==> src/rtl/fault_msg_uart_tx_if.sv <==
// Req/ack handshake carrying 5-bit fault/column event codes from the
// fault identification block (master) to the message transmitter (slave).
interface fault_msg_uart_tx_if;
   logic       req;
   logic [4:0] fault_code;
   logic       ack;

   modport master (output req, output fault_code, input ack);
   modport slave  (input req, input fault_code, output ack);
endinterface

==> src/rtl/fault_msg_uart_tx.sv <==
// Handshake responder + duplicate filter + 8N1 UART that reports each new event code
// as ASCII. Define FAULT_MSG_NEWLINE_EN to terminate every message with 0x0A.
module fault_msg_uart_tx #(
   parameter int unsigned CLKS_PER_BIT = 434
) (
   input  logic                 clock,
   input  logic                 reset,
   fault_msg_uart_tx_if.slave   hs,
   output logic                 tx,
   output logic                 busy
);

   typedef enum logic [2:0] {S_IDLE, S_LOAD, S_START, S_DATA, S_STOP, S_NEXT} state_e;

   localparam logic [15:0] BAUD_LAST = 16'(CLKS_PER_BIT - 1);
   localparam logic [4:0]  CODE_NONE = 5'd0;
   localparam logic [4:0]  CODE_BDM  = 5'd15;
   localparam logic [4:0]  CODE_STOP = 5'd31;
`ifdef FAULT_MSG_NEWLINE_EN
   localparam logic [2:0]  LAST_BYTE = 3'd5;
`else
   localparam logic [2:0]  LAST_BYTE = 3'd4;
`endif

   // One character of the message for a code; index 5 is only reached with the terminator.
   function automatic logic [7:0] msg_byte(input logic [4:0] code, input logic [2:0] idx);
      logic [4:0] ones_val;
      logic [7:0] tens_chr;
      logic [7:0] ones_chr;
      ones_val = (code >= 5'd10) ? code - 5'd10 : code;
      tens_chr = (code >= 5'd10) ? "1" : "0";
      ones_chr = 8'h30 + {3'b000, ones_val};
      case (idx)
         3'd0:    msg_byte = (code == CODE_BDM) ? "B" : (code == CODE_STOP) ? "E" : "F";
         3'd1:    msg_byte = (code == CODE_BDM) ? "D" : (code == CODE_STOP) ? "N" : tens_chr;
         3'd2:    msg_byte = (code == CODE_BDM) ? "M" : (code == CODE_STOP) ? "D" : ones_chr;
         3'd3:    msg_byte = "-";
         3'd4:    msg_byte = "#";
         default: msg_byte = 8'h0A;
      endcase
   endfunction

   // Handshake and filter state
   logic       req_meta_q, req_s_q, req_prev_q;
   logic       ack_q, ack_d;
   logic [4:0] code_in_q, code_in_d;
   logic       code_vld_q, code_vld_d;
   logic [4:0] last_code_q, last_code_d;
   logic       pend_full_q, pend_full_d;
   logic [4:0] pend_code_q, pend_code_d;

   // Transmitter state
   state_e     state_q, state_d;
   logic [15:0] baud_q, baud_d;
   logic [2:0] bit_q, bit_d;
   logic [2:0] byte_idx_q, byte_idx_d;
   logic [4:0] msg_code_q, msg_code_d;
   logic       tx_q, tx_d;

   logic       capture;
   logic       reportable;
   logic       baud_done;
   logic [7:0] cur_byte;

   assign capture    = req_s_q & ~req_prev_q;
   assign reportable = (code_in_q != CODE_NONE) &&
                       ((code_in_q <= CODE_BDM) || (code_in_q == CODE_STOP));
   assign baud_done  = (baud_q == BAUD_LAST);
   assign cur_byte   = msg_byte(msg_code_q, byte_idx_q);

   assign hs.ack = ack_q;
   assign tx     = tx_q;
   assign busy   = pend_full_q | (state_q != S_IDLE);

   // NOTE: every always_comb assigns all its outputs first, so no latches are inferred.
   always_comb begin
      ack_d       = ack_q;
      code_in_d   = code_in_q;
      code_vld_d  = capture;
      last_code_d = last_code_q;
      pend_full_d = pend_full_q;
      pend_code_d = pend_code_q;

      if (capture) begin
         ack_d     = 1'b1;
         code_in_d = hs.fault_code;
      end else if (!req_s_q) begin
         ack_d = 1'b0;
      end

      // LOAD empties the slot first, so a write in the same cycle lands in the freed slot.
      if (state_q == S_LOAD) pend_full_d = 1'b0;

      if (code_vld_q) begin
         if (code_in_q == CODE_NONE) begin
            last_code_d = CODE_NONE;
         end else if (reportable && (code_in_q != last_code_q)) begin
            pend_full_d = 1'b1;
            pend_code_d = code_in_q;
            last_code_d = code_in_q;
         end
      end
   end

   always_comb begin
      state_d    = state_q;
      baud_d     = baud_q;
      bit_d      = bit_q;
      byte_idx_d = byte_idx_q;
      msg_code_d = msg_code_q;

      case (state_q)
         S_IDLE: if (pend_full_q) state_d = S_LOAD;
         S_LOAD: begin
            msg_code_d = pend_code_q;
            byte_idx_d = 3'd0;
            baud_d     = 16'd0;
            state_d    = S_START;
         end
         S_START: begin
            if (baud_done) begin
               baud_d  = 16'd0;
               bit_d   = 3'd0;
               state_d = S_DATA;
            end else begin
               baud_d = baud_q + 16'd1;
            end
         end
         S_DATA: begin
            if (baud_done) begin
               baud_d = 16'd0;
               bit_d  = bit_q + 3'd1;
               if (bit_q == 3'd7) state_d = S_STOP;
            end else begin
               baud_d = baud_q + 16'd1;
            end
         end
         S_STOP: begin
            if (baud_done) begin
               baud_d  = 16'd0;
               state_d = S_NEXT;
            end else begin
               baud_d = baud_q + 16'd1;
            end
         end
         S_NEXT: begin
            if (byte_idx_q == LAST_BYTE) begin
               state_d = S_IDLE;
            end else begin
               byte_idx_d = byte_idx_q + 3'd1;
               state_d    = S_START;
            end
         end
         default: state_d = S_IDLE;
      endcase

      // tx is registered from next-state values so the pin never glitches.
      case (state_d)
         S_START: tx_d = 1'b0;
         S_DATA:  tx_d = cur_byte[bit_d];
         default: tx_d = 1'b1;
      endcase
   end

   // NOTE: sequential state uses non-blocking assignments only, so every flop samples pre-edge values.
   always_ff @(posedge clock or negedge reset) begin
      if (!reset) begin
         req_meta_q  <= 1'b0;
         req_s_q     <= 1'b0;
         req_prev_q  <= 1'b0;
         ack_q       <= 1'b0;
         code_in_q   <= CODE_NONE;
         code_vld_q  <= 1'b0;
         last_code_q <= CODE_NONE;
         pend_full_q <= 1'b0;
         pend_code_q <= CODE_NONE;
         state_q     <= S_IDLE;
         baud_q      <= 16'd0;
         bit_q       <= 3'd0;
         byte_idx_q  <= 3'd0;
         msg_code_q  <= CODE_NONE;
         tx_q        <= 1'b1;
      end else begin
         req_meta_q  <= hs.req;
         req_s_q     <= req_meta_q;
         req_prev_q  <= req_s_q;
         ack_q       <= ack_d;
         code_in_q   <= code_in_d;
         code_vld_q  <= code_vld_d;
         last_code_q <= last_code_d;
         pend_full_q <= pend_full_d;
         pend_code_q <= pend_code_d;
         state_q     <= state_d;
         baud_q      <= baud_d;
         bit_q       <= bit_d;
         byte_idx_q  <= byte_idx_d;
         msg_code_q  <= msg_code_d;
         tx_q        <= tx_d;
      end
   end

endmodule

==> src/flat_wrapper.sv <==
// flat-port wrapper written by rule: the top's interface ports become plain ports
module fault_msg_uart_tx_flat 
#(
   parameter int unsigned CLKS_PER_BIT = 434
)
  (clock, reset, tx, busy, hs_req, hs_fault_code, hs_ack);
  fault_msg_uart_tx_if hs_i ();
  input  logic clock;
  input  logic reset;
  output logic tx;
  output logic busy;
  input wire logic [$bits(hs_i.req)-1:0] hs_req;
  input wire logic [$bits(hs_i.fault_code)-1:0] hs_fault_code;
  output wire logic [$bits(hs_i.ack)-1:0] hs_ack;
  assign hs_i.req = hs_req;
  assign hs_i.fault_code = hs_fault_code;
  assign hs_ack = hs_i.ack;
  fault_msg_uart_tx #(.CLKS_PER_BIT(CLKS_PER_BIT)) u_core (.clock(clock), .reset(reset), .hs(hs_i), .tx(tx), .busy(busy));
endmodule
==> config.mk <==
export PLATFORM = sky130hd
export DESIGN_NAME = fault_msg_uart_tx_flat
export DESIGN_NICKNAME = d
export VERILOG_FILES = /design/src/rtl/fault_msg_uart_tx_if.sv /design/src/rtl/fault_msg_uart_tx.sv /design/src/flat_wrapper.sv
export SDC_FILE = /design/constraint.sdc
export NUM_CORES = 1
export LEC_CHECK = 0
export BUFFER_PORTS_ARGS = -buffer_cell sky130_fd_sc_hd__buf_2
export CAP_MARGIN = 20
export CORE_ASPECT_RATIO = 2
export CORE_UTILIZATION = 65
export DETAILED_ROUTE_END_ITERATION = 10
export PLACE_DENSITY = 0.83
export SYNTH_ARGS = -nofsm -noshare
export SYNTH_HDL_FRONTEND = slang
export SYNTH_SLANG_ARGS = --single-unit
==> constraint.sdc <==
create_clock -name clock -period 3.8 [get_ports clock]
set_input_delay 0.19 -clock clock [delete_from_list [all_inputs] [get_ports clock]]
set_output_delay 0.19 -clock clock [all_outputs]
set_load 0.01 [all_outputs]
Yosys cells after proc, flatten, opt, wreduce, memory -nomap -nowiden
Cells that the tools add are included.
Widths: inputs -> output; s select.

storage, ports and cells
  bits in registers = 52
  input port bits = 8
  output and inout bits = 3

operators by class
  eq/ne operators = 19
  muxes and demuxes = 34
  $lt $le $gt $ge = 3
  bitwise operators = 4
  add/sub/neg operators = 5
  reduce and logical (&&, ||, !) cells = 15

operators by type and width
  operator               number
  $mux 8                 5
  $pmux 8 s5             1
  $pmux 16 s2            1
  $mux 3                 8
  $eq 3x2->1 const B     6
  $pmux 3 s6             1
  $add 16x1->16 const B  1
  $eq 16x9->1 const B    1
  $mux 16                1
  $mux 5                 3
  $eq 3x3->1 const B     4
  $pmux 3 s2             2
  $eq 5x5->1 const B     2
  $mux 1                 8
  $add 6x5->7 const A    1
  $add 3x1->3 const B    2
  $eq 3x1->1 const B     2
  $logic_not 3->1        2
  $reduce_bool 2->1      3
  $eq 5x4->1 const B     1
  $ge 5x4->1 const B     1
  $le 5x4->1 const B     1
  $logic_not 5->1        1
  $ne 5x5->1             1
  16 further kinds       21

Logic depth before layout (Yosys ltp)
  depth in word-level cells = 9
  mapped depth = 14

Least setup slack after synthesis
No wires, ideal clock.

  path kind = flip-flop to flip-flop
  from = register u_core.baud_q[1]
  to = register u_core.tx_q, in the netlist u_core.tx
  cell stages (with the launch flop) = 14
  required time = 3714 ps
  buffers on the path = 1
  arrival = 2445 ps
  path slack = 1269 ps
  setup time = 86 ps
  path through = dfrtp_1 inv_1 ha_1 nor4b_2 nand4_2 buf_2 ha_1 a211oi_1 a21oi_1 inv_1 nor4_1 mux2i_1 and2_1 o31ai_2

on the way
  longest elaborated chain between the ends = 6

RTL lines
  item                              line                                                source
  start: declaration                fault_msg_uart_tx.sv:54                             logic [15:0] baud_q, baud_d;
  start signal: assignment          fault_msg_uart_tx.sv:194                            baud_q <= baud_d;
  $eq 16x9->1 (*)                   fault_msg_uart_tx.sv:68                             assign baud_done = (baud_q == BAUD_LAST);
  $mux 3 (on tied branches)         fault_msg_uart_tx.sv:130, fault_msg_uart_tx.sv:121
  $pmux 3 s2 (*)                    fault_msg_uart_tx.sv:112                            case (state_q)
  via u_core.bit_d[0]               fault_msg_uart_tx.sv:55                             logic [2:0] bit_q, bit_d;
  $bmux 1 s3 (*)                    fault_msg_uart_tx.sv:160                            S_DATA: tx_d = cur_byte[bit_d];
  $mux 1 (not written as such) (*)  fault_msg_uart_tx.sv:160
  $pmux 1 s2 (*)                    fault_msg_uart_tx.sv:158                            case (state_d)
  via u_core.tx_d                   fault_msg_uart_tx.sv:58                             logic tx_q, tx_d;
  end signal: assignment            fault_msg_uart_tx.sv:198                            tx_q <= tx_d;
  end: declaration                  fault_msg_uart_tx.sv:58

The timed path passes the listed nets; every way through them passes the cells marked *. The select of a mux whose other input is x is not followed.
A chain may end at the register's enable or synchronous reset.

Worst setup path after layout
Ends and elaborated chain as after synthesis.

==> metrics.md <==
| Metric | Value |
|---|---|
| DRC errors left | `0` |
| Num CTS Buffers | `5` |
| Switching pwr | `522 µW` |
| Clock power frac | `24.3%` |
| Ys async rst share | `100%` |
| Mapped Nets | `326` |
| Commonest cells in the netlist | `dfrtp_1, nand2_1, o21ai_0, nor2_1, nand3_1` |
| Synth unique cells | `48` |
| RSZ-0062 raised after global routing | `no` |
| Fin nets | `331` |
| Hold WC Path Type | `input pin to flip-flop` |
| Slew Limit Fails | `0` |
| Initial antenna violation count | `0` |
| Syn_area_per_cell | `9.39 µm²` |
| Ratio of cells with drive above 1 in the final layout | `12.1%` |
| Peak supply drop | `0.523 mV` |
| Crit. End Element | `flip-flop` |
| Synth Instances | `307` |
| Total vias in the final route | `2263` |
| Core Area | `4170 µm²` |
| Clock Latency Late Sink | `0.32 ns` |
| Final Hold Vio Count | `0` |
| Static leakage | `0.00130 µW` |
| Fin crit period | `2.96 ns` |
| Worst slack at placement | `0.866 ns` |
| Layout fillers | `332` |
| Die height | `96.2 µm` |
| Internal power | `1070 µW` |
| Die ar. | `4720 µm²` |
| Overflow left after global routing | `0` |
| Area leader, netlist | `dfrtp_1` |
| Root Buffer | `clkbuf_8` |
| Vias per cell | `6.20` |
| Status | `complete, no violations` |
| Vias in the first global route | `2235` |
| Hold Crit Endpoint | `u_core.code_in_q[2]` |
| Hold Path Depth | `2` |
| CTS tree | `yes` |
| Most common cell in the netlist | `dfrtp_1` |
| H-tree Lvls | `2` |
| Highest Clock Rate | `338 MHz` |
| DRT iter0 DRCs | `61` |
| Register-to-Register Setup Slack | `0.84 ns` |
| Power Dens Cells | `520 nW/µm²` |
| Io pins | `11` |
| YS warnings | `0` |
| Final setup TNS | `0 ns` |
| Kind of critical path | `flip-flop to flip-flop` |
| Seq cells post-synth | `52` |
| Maximum clock path buffer count | `2` |
| FF-to-FF End | `u_core.tx` |
| Synth top area share | `44.3%` |
| Diodes inserted | `0` |
| Multi-input gate area | `1470 µm²` |
| Avg WL per Cell | `15.7 µm` |
| Post-synth EDFFs | `0` |
| Worst slew pin tran | `1.03 ns` |
| Ranking of synthesized cells by area | `dfrtp_1, o21ai_0, nand2_1` |
| Min-delay src | `hs_fault_code[2]` |
| Tot Pwr | `1600 µW` |
| Critical path peak fanout | `14` |
| Fin util | `73.7%` |
| Max Cap Viol | `0` |
| Largest net degree at the start of global routing | `53` |
| Fin crit share | `77.8%` |
| Endpoints failing setup | `0` |
| Critical Path AT | `3.19 ns` |
| Drt total wl | `5.72 mm` |
| Seq/Total Area, Yosys | `45.2%` |
| Initial Util | `69.1%` |
| Routability Congestion | `0.892` |
| IO buf count | `10` |
| Combinational fraction of design power | `23.9%` |
| Drt pass-1 iters | `4` |
| Max-slew headroom | `31.0%` |
| Cell Rows | `33` |
| Final ANT Viol Nets | `0` |
| Synth Cell Area | `2880 µm²` |
| CTS-repair resized insts | `0` |
| Switching share of power | `32.7%` |
| Reg2reg path depth | `12` |
| R2R Path Start | `u_core.baud_q[1]` |
| First-pass GRT wire length | `9.69 mm` |
| Sequential power share | `51.7%` |
| Area growth syn-to-layout | `6.60%` |
| Fin worst setup slack | `0.844 ns` |
| DP HPWL | `4.14 mm` |
| Main synth FF type | `dfrtp_1` |
| GRT Overall Usage | `27.4%` |
| DIE WIDTH | `49.1 µm` |
| Final Skew | `0.00883 ns` |
| CP required | `4.04 ns` |
| Register area | `1300 µm²` |
| Startpoint types | `flip-flop` |
| Clk slew on worst S/H paths | `0.10 ns` |
| # clock sinks | `52` |
## power groups by stage
stage	logic (µW)	registers [µW]	clock network (µW)
floorplan	334	774	0
global placement	365	827	0
detailed placement	382	833	0
CTS	385	822	396
global route	423	849	412
finish	382	826	388
## layout make-up
| cell class | count | area share, % |
|---|---|---|
| clock buffer | 6 | 2.36 |
| inverter | 13 | 1.59 |
| timing repair buffer | 13 | 2.53 |
| sequential | 52 | 42.4 |
| multi-input combinational | 227 | 47.7 |
| clock inverter | 2 | 1.26 |
| tap | 52 | 2.12 |
## worst max path at each step
stage	from	end	slack (ns)
4_1_cts	u_core.baud_q[1]	u_core.tx	0.84
3_3_place_gp	u_core.baud_q[1]	u_core.tx	1.09
3_5_place_dp	u_core.baud_q[1]	u_core.tx	0.87
6_report	u_core.baud_q[1]	u_core.tx	0.84
2_1_floorplan	u_core.baud_q[1]	u_core.tx	1.27
5_1_grt	u_core.baud_q[1]	u_core.tx	0.62
## logic make-up (layout without fill, tap and decap cells)
logic type / count (synthesis) / count (layout) / synth area share [%]
adder cells (fa/ha/maj): 11 / 11 / 4.78
AO/OA/AOI/OAI: 80 / 80 / 18.3
XOR/XNOR: 9 / 9 / 2.74
flip-flops: 52 / 52 / 45.2
buffers and inverters: 28 / 34 / 3.91
AND/OR/NAND/NOR: 112 / 112 / 19.3
multiplexers: 15 / 15 / 5.73
## worst max-delay path, cell delays in order (launching register included)
cell      delay (ns)
dfrtp_1         0.42
inv_1           0.07
ha_1            0.14
nor4b_2         0.25
nand4_2         0.37
ha_1            0.42
a211oi_1        0.06
a21oi_1         0.26
inv_1           0.14
nor4_1          0.30
mux2i_1         0.11
and2_1          0.17
o31ai_2         0.17
## registers in the layout, summed over array words and instances, names as in the netlist
register            count
u_core.req_meta_q       1
u_core.hs.ack           1
u_core.code_vld_q       1
u_core.code_in_q        5
u_core.baud_q          16
u_core.bit_q            3
u_core.pend_code_q      5
u_core.tx               1
u_core.byte_idx_q       3
u_core.pend_full_q      1
u_core.msg_code_q       5
u_core.last_code_q      5
u_core.state_q          3
u_core.req_s_q          1
u_core.req_prev_q       1
## routing by layer
metal  up-vias  track usage, %  routed length [µm]  share of wire [%]
met3        19            3.95                 124                2.2
met5         -               0                   0                  0
met2        40            48.7                3070                 54
met1      1102            29.4                2270                 40
li1       1102               -                   -                  -
met4         0            19.1                 248                4.3
## repair_timing
item,in CTS,in global routing
setup buffers,0,0
hold buffers,2,0
hold endpoints to repair,29,0
## metrics by stage
stage / area, µm² / hold WS (ns) / instances
final: 3070 / 0.0965 / 365
after global routing: 3070 / 0.0960 / 365
after CTS: 3070 / 0.0949 / 365
after detailed placement: 2940 / 0.299 / 355
after global placement: 2940 / 0.298 / 355
after floorplan: 2880 / -0.106 / 307
## placed cells by master (no fill, tap or decap), types with 4 or more instances in the layout
cell type	synthesis	routed
nor3_1	4	4
o21ai_0	37	37
buf_2	6	10
ha_1	11	11
dfrtp_1	51	51
clkbuf_8	0	5
and3_1	7	7
xnor2_1	5	5
nor2_1	25	25
a22o_1	5	5
a21oi_1	4	4
nor2b_1	5	5
nand2_1	39	39
mux2_2	12	12
nand3_1	14	14
xor2_1	4	4
inv_1	13	13
a211oi_1	4	4
o31ai_1	5	5
Power figures use the tool's default switching activity.
